### src/rtl/param_sync_fifo_pkg.sv
// Shared types and width/pointer helpers for the parameterised synchronous FIFO.
package fifo_pkg;

  typedef enum logic [1:0] {
    OP_IDLE = 2'b00,
    OP_POP  = 2'b01,
    OP_PUSH = 2'b10,
    OP_BOTH = 2'b11
  } fifo_op_e;

  function automatic int unsigned cnt_width(input int unsigned depth);
    return $clog2(depth + 1);
  endfunction

  function automatic int unsigned ptr_width(input int unsigned depth);
    return (depth > 1) ? $clog2(depth) : 1;
  endfunction

  // Compare-based wrap so non-power-of-two depths never alias through overflow.
  function automatic int unsigned ptr_next(input int unsigned ptr, input int unsigned last);
    return (ptr == last) ? 0 : ptr + 1;
  endfunction

endpackage

### src/rtl/param_sync_fifo_if.sv
// Valid/ready handshake bundle for both FIFO sides; master is the environment, slave is the FIFO.
interface param_sync_fifo_if #(
  parameter int unsigned WIDTH = 8
);
  logic             in_valid;
  logic             in_ready;
  logic [WIDTH-1:0] in_data;
  logic             out_valid;
  logic             out_ready;
  logic [WIDTH-1:0] out_data;

  modport master (
    output in_valid, in_data, out_ready,
    input  in_ready, out_valid, out_data
  );

  modport slave (
    input  in_valid, in_data, out_ready,
    output in_ready, out_valid, out_data
  );
endinterface

### src/rtl/param_sync_fifo_ptr.sv
// Wrapping pointer register with enable; wraps from LAST back to zero.
module fifo_ptr
  import fifo_pkg::*;
#(
  parameter int unsigned PW   = 4,
  parameter int unsigned LAST = 15
) (
  input  logic          clk,
  input  logic          rst,
  input  logic          en,
  output logic [PW-1:0] ptr
);

  always_ff @(posedge clk) begin
    if (rst) begin
      ptr <= '0;
    end else if (en) begin
      ptr <= PW'(ptr_next(32'(ptr), LAST));
    end
  end

endmodule

### src/rtl/param_sync_fifo.sv
// Parameterised synchronous first-word-fall-through FIFO with valid/ready on both sides.
module param_sync_fifo
  import fifo_pkg::*;
#(
  parameter int unsigned      WIDTH       = 8,
  parameter int unsigned      DEPTH       = 16,
  parameter int unsigned      ARRAY_SIZE  = WIDTH * DEPTH,
  parameter int unsigned      OFFSET      = DEPTH - 1,
  parameter int unsigned      AFULL_LEVEL = DEPTH - 2,
  parameter logic [WIDTH-1:0] RESET_DATA  = {WIDTH{1'b0}},
  parameter string            NAME        = "fifo"
) (
  input  logic                        clk,
  input  logic                        rst,
  param_sync_fifo_if.slave            bus,
  output logic [cnt_width(DEPTH)-1:0] count,
  output logic                        almost_full
);

  localparam int unsigned CW = cnt_width(DEPTH);
  localparam int unsigned PW = ptr_width(DEPTH);

  if (ARRAY_SIZE != WIDTH * DEPTH) begin : g_array_size_check
    $error("%s: ARRAY_SIZE is derived and must not be overridden", NAME);
  end

  logic [WIDTH-1:0] mem [DEPTH];
  logic [PW-1:0]    wr_ptr;
  logic [PW-1:0]    rd_ptr;
  logic             push;
  logic             pop;
  logic [CW-1:0]    count_nxt;
  fifo_op_e         op;

  assign bus.in_ready  = (count != CW'(DEPTH));
  assign bus.out_valid = (count != '0);

  // Handshakes presented during the reset cycle must leave no trace.
  assign push = bus.in_valid  & bus.in_ready  & ~rst;
  assign pop  = bus.out_valid & bus.out_ready & ~rst;

  fifo_ptr #(.PW(PW), .LAST(OFFSET)) u_wr_ptr (
    .clk (clk),
    .rst (rst),
    .en  (push),
    .ptr (wr_ptr)
  );

  fifo_ptr #(.PW(PW), .LAST(OFFSET)) u_rd_ptr (
    .clk (clk),
    .rst (rst),
    .en  (pop),
    .ptr (rd_ptr)
  );

  always_comb begin
    op        = fifo_op_e'({push, pop});
    count_nxt = count;
    case (op)
      OP_PUSH: count_nxt = count + CW'(1);
      OP_POP:  count_nxt = count - CW'(1);
      default: count_nxt = count;
    endcase
  end

  always_ff @(posedge clk) begin
    if (rst) begin
      count       <= '0;
      almost_full <= 1'b0;
    end else begin
      count       <= count_nxt;
      almost_full <= (count_nxt >= CW'(AFULL_LEVEL));
    end
  end

  always_ff @(posedge clk) begin
    if (push) begin
      mem[wr_ptr] <= bus.in_data;
    end
  end

  assign bus.out_data = bus.out_valid ? mem[rd_ptr] : RESET_DATA;

`ifndef SYNTHESIS
  a_no_push_full: assert property (@(posedge clk) disable iff (rst)
    !(push && count == CW'(DEPTH)))
    else $error("%s: push while full", NAME);

  a_no_pop_empty: assert property (@(posedge clk) disable iff (rst)
    !(pop && count == '0))
    else $error("%s: pop while empty", NAME);

  a_count_range: assert property (@(posedge clk) disable iff (rst)
    count <= CW'(DEPTH))
    else $error("%s: count exceeds DEPTH", NAME);

  a_out_stable: assert property (@(posedge clk) disable iff (rst)
    (bus.out_valid && !bus.out_ready) |=> $stable(bus.out_data))
    else $error("%s: out_data changed while stalled", NAME);
`endif

endmodule

### src/flat_wrapper.sv
// flat-port wrapper written by rule: the top's interface ports become plain ports
module param_sync_fifo_flat import fifo_pkg::*;
#(
  parameter int unsigned      WIDTH       = 8,
  parameter int unsigned      DEPTH       = 16,
  parameter int unsigned      ARRAY_SIZE  = WIDTH * DEPTH,
  parameter int unsigned      OFFSET      = DEPTH - 1,
  parameter int unsigned      AFULL_LEVEL = DEPTH - 2,
  parameter logic [WIDTH-1:0] RESET_DATA  = {WIDTH{1'b0}},
  parameter string            NAME        = "    "
)
  (clk, rst, count, almost_full, bus_in_valid, bus_in_data, bus_out_ready, bus_in_ready, bus_out_valid, bus_out_data);
  param_sync_fifo_if #(.WIDTH(WIDTH)) bus_i ();
  input  logic clk;
  input  logic rst;
  output logic [cnt_width(DEPTH)-1:0] count;
  output logic almost_full;
  input wire logic [$bits(bus_i.in_valid)-1:0] bus_in_valid;
  input wire logic [$bits(bus_i.in_data)-1:0] bus_in_data;
  input wire logic [$bits(bus_i.out_ready)-1:0] bus_out_ready;
  output wire logic [$bits(bus_i.in_ready)-1:0] bus_in_ready;
  output wire logic [$bits(bus_i.out_valid)-1:0] bus_out_valid;
  output wire logic [$bits(bus_i.out_data)-1:0] bus_out_data;
  assign bus_i.in_valid = bus_in_valid;
  assign bus_i.in_data = bus_in_data;
  assign bus_i.out_ready = bus_out_ready;
  assign bus_in_ready = bus_i.in_ready;
  assign bus_out_valid = bus_i.out_valid;
  assign bus_out_data = bus_i.out_data;
  param_sync_fifo #(.WIDTH(WIDTH), .DEPTH(DEPTH), .ARRAY_SIZE(ARRAY_SIZE), .OFFSET(OFFSET), .AFULL_LEVEL(AFULL_LEVEL), .RESET_DATA(RESET_DATA), .NAME(NAME)) u_core (.clk(clk), .rst(rst), .bus(bus_i), .count(count), .almost_full(almost_full));
endmodule
### config.mk
export PLATFORM = sky130hd
export DESIGN_NAME = param_sync_fifo_flat
export DESIGN_NICKNAME = d
export VERILOG_FILES = /design/src/rtl/param_sync_fifo_pkg.sv /design/src/rtl/param_sync_fifo_if.sv /design/src/rtl/param_sync_fifo_ptr.sv /design/src/rtl/param_sync_fifo.sv /design/src/flat_wrapper.sv
export SDC_FILE = /design/constraint.sdc
export NUM_CORES = 1
export LEC_CHECK = 0
export CAP_MARGIN = 5
export CORE_MARGIN = 2
export CORE_UTILIZATION = 44
export CTS_CLUSTER_SIZE = 28
export DETAILED_ROUTE_END_ITERATION = 16
export SLEW_MARGIN = 5
export SYNTH_ARGS = -nofsm -noshare
export SYNTH_HDL_FRONTEND = slang
export SYNTH_SLANG_ARGS = --single-unit
### constraint.sdc
create_clock -name clk -period 2.8 [get_ports clk]
set_clock_uncertainty 0.1 [all_clocks]
set_input_delay 0.28 -clock clk [delete_from_list [all_inputs] [get_ports clk]]
set_output_delay 0.28 -clock clk [all_outputs]
set_load 0.05 [all_outputs]
# Yosys cells after proc, flatten, opt, wreduce, memory -nomap -nowiden
# Memories as Yosys holds them, arrays and structs flattened. A register that Yosys moved wholly into a read port is not among the register bits.
# Cells that the tools add are included.
# Widths: inputs -> output; s select.
dict set report classes {
  n_addsub 4
  n_mul 0
  div_mod_pow 0
  magnitude_cmp 1
  eq_ne 5
  n_shift 0
  muxes 8
  bitwise 5
  reduce_logical 1
}
# op count
set op_table {}
lappend op_table {{$mux 4} 4}
lappend op_table {{$pmux 5 s2} 1}
lappend op_table {{$add 4x1->4 const B} 2}
lappend op_table {{$eq 4x4->1 const B} 2}
lappend op_table {{$mux 8} 1}
lappend op_table {{$add 5x1->5 const B} 1}
lappend op_table {{$ge 5x4->1 const B} 1}
lappend op_table {{$ne 5x5->1 const B} 1}
lappend op_table {{$reduce_bool 5->1} 1}
lappend op_table {{$sub 5x1->5 const B} 1}
lappend op_table {{$and 1x1->1} 4}
lappend op_table {{$eq 2x1->1 const B} 1}
lappend op_table {{$eq 2x2->1 const B} 1}
lappend op_table {{$mux 1} 2}
lappend op_table {{$not 1->1} 1}
dict set report totals {
  register_bits 14
  latch_bits 0
  mem_bits_rw 128
  rom_bits 0
  in_bits 12
  out_inout_bits 16
  elab_cells 29
  mem_count 1
}
# name words word_bits read_ports rd_clocked_by_memory_dff write_ports line_no
set memory_table {}
lappend memory_table {u_core.mem 16 8 1 1 1 param_sync_fifo.sv:27} ;# logic [WIDTH-1:0] mem [DEPTH];

# Logic depth before layout (Yosys ltp)
# Gate-level depths: netlist of the first run.
dict set report depth {
  word_depth 6
  mapped_depth 15
  ltp_nobuf 13
}

# Modules after synthesis
# From an unflattened synthesis of the first run, not the netlist that was laid out.
dict set report unflattened {
  cells_unflattened 308
  hier_area_um2 5803.1
}
# mod n_inst cells_each area_each_um2 seq_area_each_um2
set by_module_without_submodules {}
lappend by_module_without_submodules {param_sync_fifo 1 270 5455.2 3963.8}
lappend by_module_without_submodules {fifo_ptr 2 19 173.9 80.1}

# Worst setup path before layout of the first run
# OpenSTA, ideal clock, no wires.
dict set report synth_timing {
  path_type {register to register}
  startpoint {reg u_core.count[2]}
  endpoint {reg u_core.almost_full}
  setup_time_ns 0.125
  t_arrival_ns 2.866
  t_required_ns 2.575
  path_slack_ns -0.290
  stages_incl_launch_ff 16
  n_path_buf 2
  period_less_slack_ns 3.090
  cell_sequence {dfxtp_1 > buf_6 > nor4_4 > and2b_1 > buf_6 > inv_6 > nand2_4 > nor2_1 > ha_1 > xor2_1 > ha_1 > nor3b_1 > o32ai_1 > xor2_1 > nand2b_1 > o41ai_2}
}
dict set report synth_between {
  elab_chain_cells 6
  word_cells_on_any_way 12
  cone_classes {add/sub (2); order compare (1); eq/ne (3); mux (1); bitwise (4); reduce/logical (1)}
}
# element line_no
set synth_rtl {}
lappend synth_rtl {{from (decl)} param_sync_fifo.sv:16} ;# output logic [cnt_width(DEPTH)-1:0] count,
lappend synth_rtl {{from (signal assigned)} param_sync_fifo.sv:71} ;# count <= count_nxt;
lappend synth_rtl {{$reduce_bool 5->1 (*)} param_sync_fifo.sv:36} ;# assign bus.out_valid = (count != '0);
lappend synth_rtl {{net bus_out_valid} flat_wrapper.sv:22} ;# output wire logic [$bits(bus_i.out_valid)-1:0] bus_out_valid;
lappend synth_rtl {{$and 1x1->1 (*) (2 in a row)} param_sync_fifo.sv:40} ;# assign pop = bus.out_valid & bus.out_ready & ~rst;
lappend synth_rtl {{$eq 2x1->1 or $eq 2x2->1 (tied branches)} param_sync_fifo.sv:59} ;# case (op)
lappend synth_rtl {{$pmux 5 s2 (*)} param_sync_fifo.sv:59}
lappend synth_rtl {{$ge 5x4->1 (*)} param_sync_fifo.sv:72} ;# almost_full <= (count_nxt >= CW'(AFULL_LEVEL));
lappend synth_rtl {{to (signal assigned)} param_sync_fifo.sv:72}
lappend synth_rtl {{to (decl)} param_sync_fifo.sv:17} ;# output logic almost_full
# Mark *: on every way through the listed nets, which the timed path passes. The rest lies on a longest branch.
# A chain may end at the register's enable or synchronous reset.

==> impl_metrics.json, run 1 <==
{
  "status": "finished, final reports clean",
  "p_clk_frac": 0.401,
  "crit_path_cell_trace": "buf_12 -> mux4_2 -> a22oi_1 -> a21oi_1 -> buf_12",
  "cts.clk_slew.worst_paths_ns": 0.06,
  "worst_pin_slew_ns": 0.688,
  "ys_top_cells_by_area": "edfxtp_1, mux4_2, dfxtp_1",
  "drive_above_1_share": 0.284,
  "timing.rr.end": "u_core.almost_full$_SDFF_PP0_",
  "p_leak_uw": 0.00233,
  "critical_path.top_delay_family": "multiplexers",
  "place_congestion": 0.776,
  "cp_common_cell": "buf_12",
  "grt_pass1_vias": 3134,
  "synth-edff-count": 128,
  "drv_slew": 0,
  "drt-pass1-iter-count": 4,
  "fin_nets": 398,
  "vias_per_cell": 5.32,
  "synth_top_cells_by_count": "edfxtp_1, mux4_2, nor2_1, dfxtp_1, a22oi_1",
  "netSwitchingFraction": 0.239,
  "synth_nets": 342,
  "yosys_most_used_dff": "edfxtp_1",
  "synth_most_common_cell": "edfxtp_1",
  "worst_hold_path_type": "reg -> reg",
  "vias": 3019,
  "num_antenna_cells": 0,
  "synth_cells": 322,
  "grt_overflow": 0,
  "wl_per_cell_um": 20.6,
  "dr.max_layer_used": "met4",
  "clock_path_buffers": 2,
  "slowest_stage": "mux4_2",
  "die_w_um": 119,
  "synth_cell_type_count": 42,
  "synth-warning-count": 0,
  "p_int_uw": 4020,
  "power_uw": 5280,
  "ys_seq_area_frac": 0.719,
  "maxCapViolCount": 0,
  "min_from": "u_core.u_rd_ptr.ptr[1]$_SDFFE_PP0N_",
  "port_buffers": 27,
  "path_max_fanout": 32,
  "pwr-share-seq": 0.460,
  "cts-root-buf": "clkbuf_16",
  "critPathKind": "reg -> out",
  "grt_max_degree": 33,
  "final_hold_viol_count": 0,
  "htree_num_levels": 4,
  "min_period_over_period": 0.946,
  "path_buf_inv": 2,
  "wl_um": 11700,
  "dr_wl_met3_um": 496,
  "die_area_um2": 14200,
  "postRouteAntennaNets": 0,
  "postSynthAreaPerCell_um2": 18.2,
  "drc": 0,
  "whs_path_depth": 2,
  "slew_headroom": 0.540,
  "yosysTopAreaCellShare": 0.657,
  "rows": 42,
  "async_flop_share": 0,
  "power_frac_comb": 0.139,
  "clkLatencyLatePin_ns": 0.42,
  "antenna_found_initial": 0,
  "dpl.hpwl_um": 7230,
  "ios": 28,
  "p_sw_uw": 1260,
  "area_growth_pct": 21.8,
  "route.met2.wl_um": 5940,
  "fmax_ghz": 0.378,
  "cp-start-kind": "flop",
  "fp.dieH_um": 119,
  "rrSetupSlack_ns": 0.20,
  "rr_startpoint": "u_core.count[1]$_SDFF_PP0_",
  "crit_arrival_ns": 2.27,
  "nFillCells": 1077,
  "initial_core_util": 0.445,
  "drt_iter0_drc": 304,
  "wl_met1_um": 5070,
  "r2r_cells": 13,
  "cts-buffers-inserted": 17,
  "core_area_um2": 13100,
  "end_kind": "output pin",
  "vdd_drop_max_mv": 0.445,
  "rsz0062_at_grt": "false",
  "fin_tns_setup_ns": 0,
  "slowest_delay_ns": 0.54,
  "hold_path_end": "u_core.u_rd_ptr.ptr[1]$_SDFFE_PP0N_",
  "synthesis.area_um2": 5850,
  "cts_tree": "built",
  "grt_pass1_wl_um": 18200,
  "setup_viol": 0,
  "ys_ff_latch": 146,
  "crit_required_ns": 2.42,
  "clock_sinks": 146,
  "powerDensity_nw_per_um2": 741,
  "synth_area_leader_cell": "edfxtp_1",
  "period_minus_slack_ns": 2.65,
  "track_usage": 0.180
}
[state kept, by name (all words and copies together), names as in the netlist, named ones only]
name	flops
u_core.almost_full	1
u_core.u_rd_ptr.ptr	4
u_core.mem	128
u_core.u_wr_ptr.ptr	4
u_core.count	5
[stage by stage]
stage	setup slack, ns	cell area (µm²)	util	std cells	hold WS [ns]
2_1_floorplan	0.00695	5880	-	322	0.247
5_1_grt	0.00530	7130	0.542	567	0.444
3_3_place_gp	0.184	6570	0.500	534	0.398
6_report	0.152	7130	0.542	567	0.417
3_5_place_dp	0.127	6570	0.500	534	0.401
4_1_cts	0.0851	7120	0.542	566	0.415
[layout make-up]
type	count	area (µm²)	area share
clock buffer	19	433	0.0608
inverter	7	33.8	0.00474
clock inverter	13	119	0.0167
sequential	146	4220	0.592
multi-input combinational	153	1530	0.215
timing repair buffer	53	571	0.0801
tap	176	220	0.0309
[worst max-delay path by stage]
stage / start / end / slack [ns] / depth (start not counted)
6_report: flop / bus_out_data[6] / 0.15 / 5
3_5_place_dp: u_core.count[1]$_SDFF_PP0_ / u_core.almost_full$_SDFF_PP0_ / 0.13 / 13
4_1_cts: flop / bus_out_data[2] / 0.09 / 5
5_1_grt: u_core.count[1]$_SDFF_PP0_ / u_core.almost_full$_SDFF_PP0_ / 0.005 / 13
3_3_place_gp: u_core.count[1]$_SDFF_PP0_ / u_core.almost_full$_SDFF_PP0_ / 0.18 / 13
2_1_floorplan: u_core.count[1]$_SDFF_PP0_ / u_core.almost_full$_SDFF_PP0_ / 0.007 / 15
[timing repair]
item                                    4_1_cts  5_1_grt
endpoints found under the hold margin         0        0
hold buffers                                  0        0
gates resized for setup                       0        1
setup buffers                                 0        1
endpoints found under the setup margin        0        3
[layout by cell type, fill, tap and decap left out, types with 2 or more instances in the layout]
| cell | instances |
|---|---|
| a21o_1 | 2 |
| a21oi_1 | 15 |
| a21oi_2 | 3 |
| a22oi_1 | 17 |
| a31oi_1 | 2 |
| buf_12 | 10 |
| buf_4 | 24 |
| bufinv_16 | 2 |
| clkbuf_1 | 2 |
| clkbuf_16 | 17 |
| clkdlybuf4s50_1 | 19 |
| clkinv_1 | 3 |
| clkinv_2 | 5 |
| clkinvlp_4 | 3 |
| dfxtp_1 | 12 |
| dfxtp_2 | 4 |
| dfxtp_4 | 2 |
| edfxtp_1 | 128 |
| ha_1 | 6 |
| ha_2 | 2 |
| inv_1 | 6 |
| mux4_2 | 32 |
| nand2_1 | 8 |
| nand2b_1 | 4 |
| nand3_1 | 4 |
| nor2_1 | 26 |
| nor2b_1 | 2 |
| nor3_1 | 5 |
| xnor2_1 | 2 |
| xor2_1 | 6 |
[per-layer routing]
| layer | GRT usage | vias to the layer above |
|---|---|---|
| li1 | - | 1397 |
| met1 | 0.225 | 1543 |
| met2 | 0.291 | 65 |
| met3 | 0.0512 | 14 |
| met4 | 0.0801 | 0 |
| met5 | 0 | - |
[worst register-to-register path, stage by stage, from the launching register on]
cell and delay, ns:
dfxtp_4 0.39, nor4_4 0.26, and2b_2 0.25, inv_8 0.05
nand2_4 0.07, nor2_1 0.07, ha_2 0.24, xor2_1 0.15
ha_2 0.19, a21oi_2 0.11, xor2_1 0.15, nor2_1 0.06
xnor2_1 0.16, o41ai_2 0.26
[power groups by stage]
stage	logic, µW	registers (µW)	clock network [µW]
after global routing	783	2430	2250
after floorplan	453	2480	0
final	737	2430	2120
after detailed placement	737	2470	0
after CTS	741	2430	2150
after global placement	735	2470	0
[cell families (layout without fill, tap and decap cells)]
group	count (synthesis)	after routing	share of synthesized area
simple gates	58	58	0.0518
xor+xnor	8	8	0.0120
compound gates	46	46	0.0545
flops	146	146	0.719
buf+inv	23	92	0.0212
fa+ha+maj	8	8	0.0171
mux	33	33	0.125
Power figures use the tool's default switching activity.
==> inputs of run 2 (changes only) <==
--- a/config.mk
+++ b/config.mk
@@ -10,6 +10,7 @@
 export CORE_UTILIZATION = 44
 export CTS_CLUSTER_SIZE = 28
 export DETAILED_ROUTE_END_ITERATION = 16
+export GPL_ROUTABILITY_DRIVEN = 1
 export SLEW_MARGIN = 5
 export SYNTH_ARGS = -nofsm -noshare
 export SYNTH_HDL_FRONTEND = slang
==> results of run 2 <==
The final DEF is identical to that of run 1; final timing and power are the same.
